<file path="src/rtl/shift_reg_pkg.sv">
// Shared encodings for the universal shift register: operation modes and
// burst controller states.
package shift_reg_pkg;
  localparam logic [2:0] MODE_HOLD = 3'b000;
  localparam logic [2:0] MODE_SHR  = 3'b001;
  localparam logic [2:0] MODE_SHL  = 3'b010;
  localparam logic [2:0] MODE_ROR  = 3'b011;
  localparam logic [2:0] MODE_ROL  = 3'b100;
  localparam logic [2:0] MODE_LOAD = 3'b101;

  typedef enum logic {ST_IDLE = 1'b0, ST_RUN = 1'b1} state_t;
endpackage

</file>
<file path="src/rtl/shift_reg_ctrl.sv">
// Burst controller: accepts start, counts down latched operations and
// produces the apply strobe, effective mode, busy and a one-cycle done.
module shift_reg_ctrl
  import shift_reg_pkg::*;
#(
  parameter int CW = 8
) (
  input  logic          clk,
  input  logic          rst,
  input  logic          ce,
  input  logic [2:0]    mode,
  input  logic          start,
  input  logic [CW-1:0] count,
  output logic          apply,
  output logic [2:0]    eff_mode,
  output logic          busy,
  output logic          done
);
  state_t        state;
  logic [CW-1:0] cnt;
  logic [2:0]    lmode;

  // The start edge itself performs no operation, so start masks apply in IDLE.
  assign apply    = ce & ((state == ST_RUN) | ~start);
  assign eff_mode = (state == ST_RUN) ? lmode : mode;

  always_ff @(posedge clk or posedge rst) begin
    if (rst) begin
      state <= ST_IDLE;
      cnt   <= '0;
      lmode <= MODE_HOLD;
      busy  <= 1'b0;
      done  <= 1'b0;
    end else begin
      done <= 1'b0;
      case (state)
        ST_IDLE: begin
          if (ce && start) begin
            lmode <= mode;
            cnt   <= count;
            if (count == '0) begin
              done <= 1'b1;
            end else begin
              state <= ST_RUN;
              busy  <= 1'b1;
            end
          end
        end
        ST_RUN: begin
          if (ce) begin
            cnt <= cnt - CW'(1);
            if (cnt == CW'(1)) begin
              state <= ST_IDLE;
              busy  <= 1'b0;
              done  <= 1'b1;
            end
          end
        end
        default: state <= ST_IDLE;
      endcase
    end
  end
endmodule

</file>
<file path="src/rtl/shift_reg_univ.sv">
// Universal N-bit shift register: shift, rotate, parallel load, free-run or
// counted bursts sequenced by shift_reg_ctrl.
module shift_reg_univ
  import shift_reg_pkg::*;
#(
  parameter int N  = 4,
  parameter int CW = 8
) (
  input  logic          clk,
  input  logic          rst,
  input  logic          ce,
  input  logic [2:0]    mode,
  input  logic          d_r,
  input  logic          d_l,
  input  logic [N-1:0]  pd,
  input  logic          start,
  input  logic [CW-1:0] count,
  output logic [N-1:0]  q,
  output logic          so_r,
  output logic          so_l,
  output logic          busy,
  output logic          done
);
  logic         apply;
  logic [2:0]   eff_mode;
  logic [N-1:0] q_nxt;

  shift_reg_ctrl #(.CW(CW)) u_ctrl (
    .clk      (clk),
    .rst      (rst),
    .ce       (ce),
    .mode     (mode),
    .start    (start),
    .count    (count),
    .apply    (apply),
    .eff_mode (eff_mode),
    .busy     (busy),
    .done     (done)
  );

  // Codes 110/111 fall through to hold.
  always_comb begin
    q_nxt = q;
    case (eff_mode)
      MODE_SHR:  q_nxt = {d_r, q[N-1:1]};
      MODE_SHL:  q_nxt = {q[N-2:0], d_l};
      MODE_ROR:  q_nxt = {q[0], q[N-1:1]};
      MODE_ROL:  q_nxt = {q[N-2:0], q[N-1]};
      MODE_LOAD: q_nxt = pd;
      default:   q_nxt = q;
    endcase
  end

  always_ff @(posedge clk or posedge rst) begin
    if (rst)        q <= '0;
    else if (apply) q <= q_nxt;
  end

  assign so_r = q[0];
  assign so_l = q[N-1];
endmodule

</file>
<file path="config.mk">
export PLATFORM = sky130hd
export DESIGN_NAME = shift_reg_univ
export DESIGN_NICKNAME = d
export VERILOG_FILES = /design/src/rtl/shift_reg_pkg.sv /design/src/rtl/shift_reg_ctrl.sv /design/src/rtl/shift_reg_univ.sv
export SDC_FILE = /design/constraint.sdc
export NUM_CORES = 1
export LEC_CHECK = 0
export ABC_AREA = 1
export CAP_MARGIN = 20
export CORE_MARGIN = 10
export CORE_UTILIZATION = 40
export CTS_CLUSTER_DIAMETER = 200
export CTS_CLUSTER_SIZE = 20
export DETAILED_ROUTE_END_ITERATION = 10
export PLACE_DENSITY = 0.66
export SLEW_MARGIN = 20
export SYNTH_ARGS = -nofsm -noshare
export SYNTH_HDL_FRONTEND = slang
export SYNTH_SLANG_ARGS = --single-unit
</file>
<file path="constraint.sdc">
create_clock -name clk -period 1.2 [get_ports clk]
set_input_delay 0.36 -clock clk [delete_from_list [all_inputs] [get_ports clk]]
set_output_delay 0.36 -clock clk [all_outputs]
set_load 0.01 [all_outputs]
</file>
After elaboration in Yosys (flattened, before gate mapping)
Cells that the tools add are included.

cells by class
  add/sub/neg operators = 1
  eq/ne operators = 10
  mux-type cells = 20
  bitwise operators = 4
  reductions and logical operators = 7

operator list
  operator               count
  $pmux W4 S5            1
  $mux W8                2
  $pmux W8 S2            1
  $mux W1                12
  $eq A8 B1 Y1 const B   1
  $logic_not A8 Y1       1
  $sub A8 B1 Y8 const B  1
  $eq A3 B2 Y1 const B   2
  $eq A3 B3 Y1 const B   2
  $ne A2 B2 Y1 const B   3
  $pmux W1 S2            3
  $reduce_and A2 Y1      3
  $reduce_bool A5 Y1     1
  $reduce_and A4 Y1      1
  $eq A3 B1 Y1 const B   1
  $mux W3                1
  $ne A2 B1 Y1 const B   1
  $not A1 Y1             2
  $and A1 B1 Y1          1
  $logic_and A1 B1 Y1    1
  $or A1 B1 Y1           1

storage, ports and cells
  register bits after elaboration = 18
  input bits = 21
  output and inout bits = 8
  word-level logic and storage cells = 48

Longest topological paths before layout
  depth in word-level cells = 4
  depth in mapped cells = 11
  mapped depth without buffers = 10

By module
From an unflattened synthesis, not the netlist that was laid out.

second synthesis, totals
  cell total of the unflattened synthesis = 189
  area, all modules = 1242.4 um^2

by module, submodules not included
  module          instances  cells an instance  area each (um^2)
  shift_reg_ctrl  1          130                903.4
  shift_reg_univ  1          59                 339.1

Worst setup path after synthesis
OpenSTA, ideal clock, no wires.

  kind = reg-to-reg
  start point = register u_ctrl.state
  end point = register q[0]
  data arrival time = 1.175 ns
  data required time = 1.085 ns
  slack = -0.090 ns
  cell stages (with the launch flop) = 12
  clock period less this slack = 1.290 ns
  path through = dfrtp_1 > inv_2 > buf_6 > nand2_2 > nand2_4 > nand2_2 > nand2_4 > nor2_4 > nor2_4 > nand2_1 > nor2_1 > nor2_1

on the way
  cells in the longest elaborated chain, start to end = 4
  elaborated cells between the ends (all ways) = 11
  those cells by class = eq/ne (5); mux (2); bitwise (2); reduce/logical (2)

RTL lines
  what                                        line                  text
  start: declaration                          shift_reg_ctrl.sv:19  state_t state;
  start signal: assignment                    shift_reg_ctrl.sv:29  state <= ST_IDLE;
  start signal: assignment                    shift_reg_ctrl.sv:44  state <= ST_RUN;
  start signal: assignment                    shift_reg_ctrl.sv:53  state <= ST_IDLE;
  $mux W3                                     shift_reg_ctrl.sv:25  assign eff_mode = (state == ST_RUN) ? lmode : mode;
  $eq A3 B3 Y1, or another cell as far along  shift_reg_univ.sv:44  case (eff_mode)
  $reduce_bool A5 Y1 (no line)                -
  $reduce_and A2 Y1 (no line)                 -
  end signal: assignment                      shift_reg_univ.sv:56  else if (apply) q <= q_nxt;
  end: declaration                            shift_reg_univ.sv:18  output logic [N-1:0] q,

Parallel ways exist; a longest one is shown, timed or not.
A chain may end at the register's enable or synchronous reset.

Final worst setup path
  start point = register u_ctrl.state
  end point = register u_ctrl.cnt[6]

on the way
  cells in the longest elaborated chain, start to end = 3
  elaborated cells between the ends (all ways) = 5
  those cells by class = eq/ne (2); mux (1); bitwise (1); reduce/logical (1)

RTL lines
  what                         line                  text
  $not A1 Y1 (no line)         -
  $ne A2 B1 Y1 (no line)       -
  $reduce_and A2 Y1 (no line)  -
  end signal: assignment       shift_reg_ctrl.sv:40  cnt <= count;
  end signal: assignment       shift_reg_ctrl.sv:51  cnt <= cnt - CW'(1);
  end: declaration             shift_reg_ctrl.sv:20  logic [CW-1:0] cnt;

Parallel ways exist; a longest one is shown, timed or not.

==> summary.md <==
| Metric | Value |
|---|---|
| Post-Layout Cell Count | ~290 |
| Clk sink count | 18 |
| First-pass GRT wire length | about 6500 um |
| First DRT Iteration DRCs | 79 |
| Nets@finish | roughly 270 |
| Pwr per Cell Area | around 2500 nW/um^2 |
| CTS tree | yes |
| Number of synthesized register bits | 18 |
| Core Util, Final | approximately two thirds |
| Number of max-cap violations | 0 |
| Hpwl dp | about 2900 um |
| Grt total ovfl | 0 |
| Worst setup margin | -0.2579 ns |
| Root buffer selected by CTS | clkbuf_4 |
| Mapped Nets | 205 |
| Peak supply drop | approximately 0.0013 V |
| Reg clk slew, reported paths | approximately 0.10 ns |
| Reg2Reg Depth | 6 |
| Crit path DAT | between 1.5 and 2 ns |
| Post-route ant nets | 0 |
| Worst slew pin tran | 0.3570 ns |
| Crit path time final | between 1 and 1.5 ns |
| Num CTS Buffers | 3 |
| Final WL | roughly 4000 um |
| Rel. slew slack | between 70% and 80% |
| Wire per inst | 13.97 um |
| Mapped Cells | around 180 |
| Gr usage total | about an eighth |
| TritonRoute pass-1 iters | 4 |
| Synth area leaders | dfrtp_1 (35%), nand2_1 (14%), inv_1 (7.3%), nand2_2 (4.8%), o21ai_0 (4.7%) |
| Starting density of the core | roughly two fifths |
| Number of buffers inserted by hold repair at cts | 0 |
| Most frequent cell after synthesis | nand2_1 |
| Design area | roughly 2100 um^2 |
| Power consumption | approximately 5.2 mW |
| R2R Path Start | u_ctrl.state$_DFF_PP0_ |
| Top FF cell, synth | dfrtp_1 |
| Max FO, Critical Path | 5 |
| Largest net degree at the start of global routing | 19 |
| Slowest cell on the critical path | dfrtp_2 |
| Most frequent cells after synthesis | nand2_1 (49), inv_1 (25), dfrtp_1 (18) |
| Hold_ws | 0.3614 ns |
| FMAX | about 0.7 GHz |
| Worst path max stage delay | 0.49 ns |
| Antenna cells | 0 |
| Pre-CTS setup slack | -0.5537 ns |
| Worst Path Class, Setup | reg2reg |
| Die Y | 76.82 um |
| DRC errors left | 0 |
| Post-synth cell types | 29 |
| Clock buffer depth | 2 |
| Dpl cell area | ~1800 um^2 |
| Synth area leader | dfrtp_1 |
| Clock Skew | 0.004967 ns |
| Hold Crit Class | in2async |
| Core region area | a little over 3000 um^2 |
| Crit-path cells | buf_6 -> buf_8 -> nor3_4 -> inv_2 -> nand2_2 -> a2bb2oi_2 |
| Worst path required time | approximately 1.4 ns |
| IO Port Bufs | 28 |
| Die footprint | 5901 um^2 |
| Synth Cell Area | between 1000 and 1500 um^2 |
| Status | finished with violations |
| Synth warnings | 0 |
| Crit path capture type | flop |
| Leak | 1.039 nW |
| Reg2Reg Setup Slack | -0.26 ns |
| I/O Pins | 29 |
| Placed Instances | between 200 and 300 |
| DR vias | ~1.4k |
| FF-to-FF End | u_ctrl.cnt[6]$_DFFE_PP0P_ |
| Vias in the first global route | 1461 |
| Antenna violations before repair | 0 |
| Final-report setup violation count | 21 |
| RSZ-0062 raised after global routing | yes |
| Avg Cell Area, Syn | about 7.1 um^2 |
| Hold Vio Cnt, Final | 0 |
| Final GP Congestion | between 0.8 and 0.9 |
| Site Rows | 20 |
| Share of layout cells above drive strength 1 | 42.91% |
| Max-slew violations | 0 |
| Area share of the largest cell type after synthesis | 34.88% |
| Critical Path Start Type | flop |
| Seq/Total Area, Yosys | approximately a third |
| Clock latency on the worst-skew pair | about 0.30 ns |
| Violations in the final reports | negative setup slack |
| Post-synth EDFFs | 0 |
| Tcrit/Tclk final | 121.5% |
| CTS H-tree depth | 1 |
| Setup TNS | -2.999 ns |
| Ys async rst share | 100.0% |
| Chip width | 76.82 um |
| Area delta synth->final | 62.89% |
| Vias per cell | 4.969 |
## critical path: cells and delay by family (launching register included)
family / cells / cell delay [ns]
flip-flops: 1 / 0.49
AND/OR/NAND/NOR: 2 / 0.37
AO/OA/AOI/OAI: 1 / 0.14
buffers and inverters: 3 / 0.38
## registers in the layout (all words and copies together), names as in the netlist
register / count
u_ctrl.busy: 1
u_ctrl.done: 1
u_ctrl.cnt: 8
q: 4
u_ctrl.lmode: 3
u_ctrl.state: 1
## cell type report
class / count / area, um^2
clock buffer: 3 / 22.52
timing repair buffer: 68 / 629.4
tap: 44 / 55.05
sequential: 18 / 451.7
fill: 247 / 974.7
inverter: 27 / 108.9
multi-input combinational: 131 / 835.8
## routing by layer
metal  share of wire, %  up-vias  wire length (um)  global-route usage [%]
li1                   -      714                 -                       -
met5                  0        -                 0                       0
met1                 45      669              1834                   16.53
met4                3.2        0               131                   6.506
met3                4.2       15               171                   2.098
met2                 47       48              1926                   20.74
## layout by cell type (no fill, tap or decap), types with 3 or more instances in the layout
master | synthesis | final
nand2_1 | 49 | 42
buf_2 | 2 | 6
inv_2 | 1 | 6
clkdlybuf4s50_1 | 0 | 19
a21oi_2 | 0 | 4
o21ai_1 | 3 | 7
o21ai_0 | 12 | 3
clkbuf_4 | 0 | 3
dfrtp_1 | 18 | 17
buf_4 | 2 | 26
inv_1 | 25 | 19
nor2_1 | 15 | 14
nand3_1 | 11 | 10
nand2_4 | 3 | 7
nand4_1 | 3 | 3
nand2_2 | 10 | 13
buf_6 | 2 | 12
nor2_4 | 3 | 4
o21ai_2 | 2 | 6
## repair_timing
action,4_1_cts,5_1_grt
setup endpoints to repair,26,25
buffers inserted,7,4
gates resized for setup,72,28
pin swaps,10,13
gates cloned,0,0
## report_power, final
group	internal [mW]	switching, mW	leakage (nW)
Combinational	1.82	1.96	0.813
Sequential	0.889	0.262	0.212
Clock	0.117	0.190	0.0138
## logic make-up after synthesis
logic type	Yosys count	synth area share (%)
and+or+nand+nor	103	39.92
DFF	18	34.88
AOI/OAI and AO/OA	26	11.53
adders and majority gates	2	1.938
buffers and inverters	33	11.72
## how the worst max path moves through the flow
stage | from | end | slack [ns] | depth (start not counted)
CTS | u_ctrl.state$_DFF_PP0_ | q[1]$_DFFE_PP0P_ | -0.23 | 9
global placement | mode[1] | q[2]$_DFFE_PP0P_ | -0.49 | 10
floorplan | u_ctrl.state$_DFF_PP0_ | q[0]$_DFFE_PP0P_ | -0.09 | 11
finish | u_ctrl.state$_DFF_PP0_ | u_ctrl.cnt[6]$_DFFE_PP0P_ | -0.26 | 6
detailed placement | mode[1] | q[2]$_DFFE_PP0P_ | -0.55 | 10
global route | u_ctrl.state$_DFF_PP0_ | q[0]$_DFFE_PP0P_ | -0.35 | 9
(Power assumes the default switching activity.)
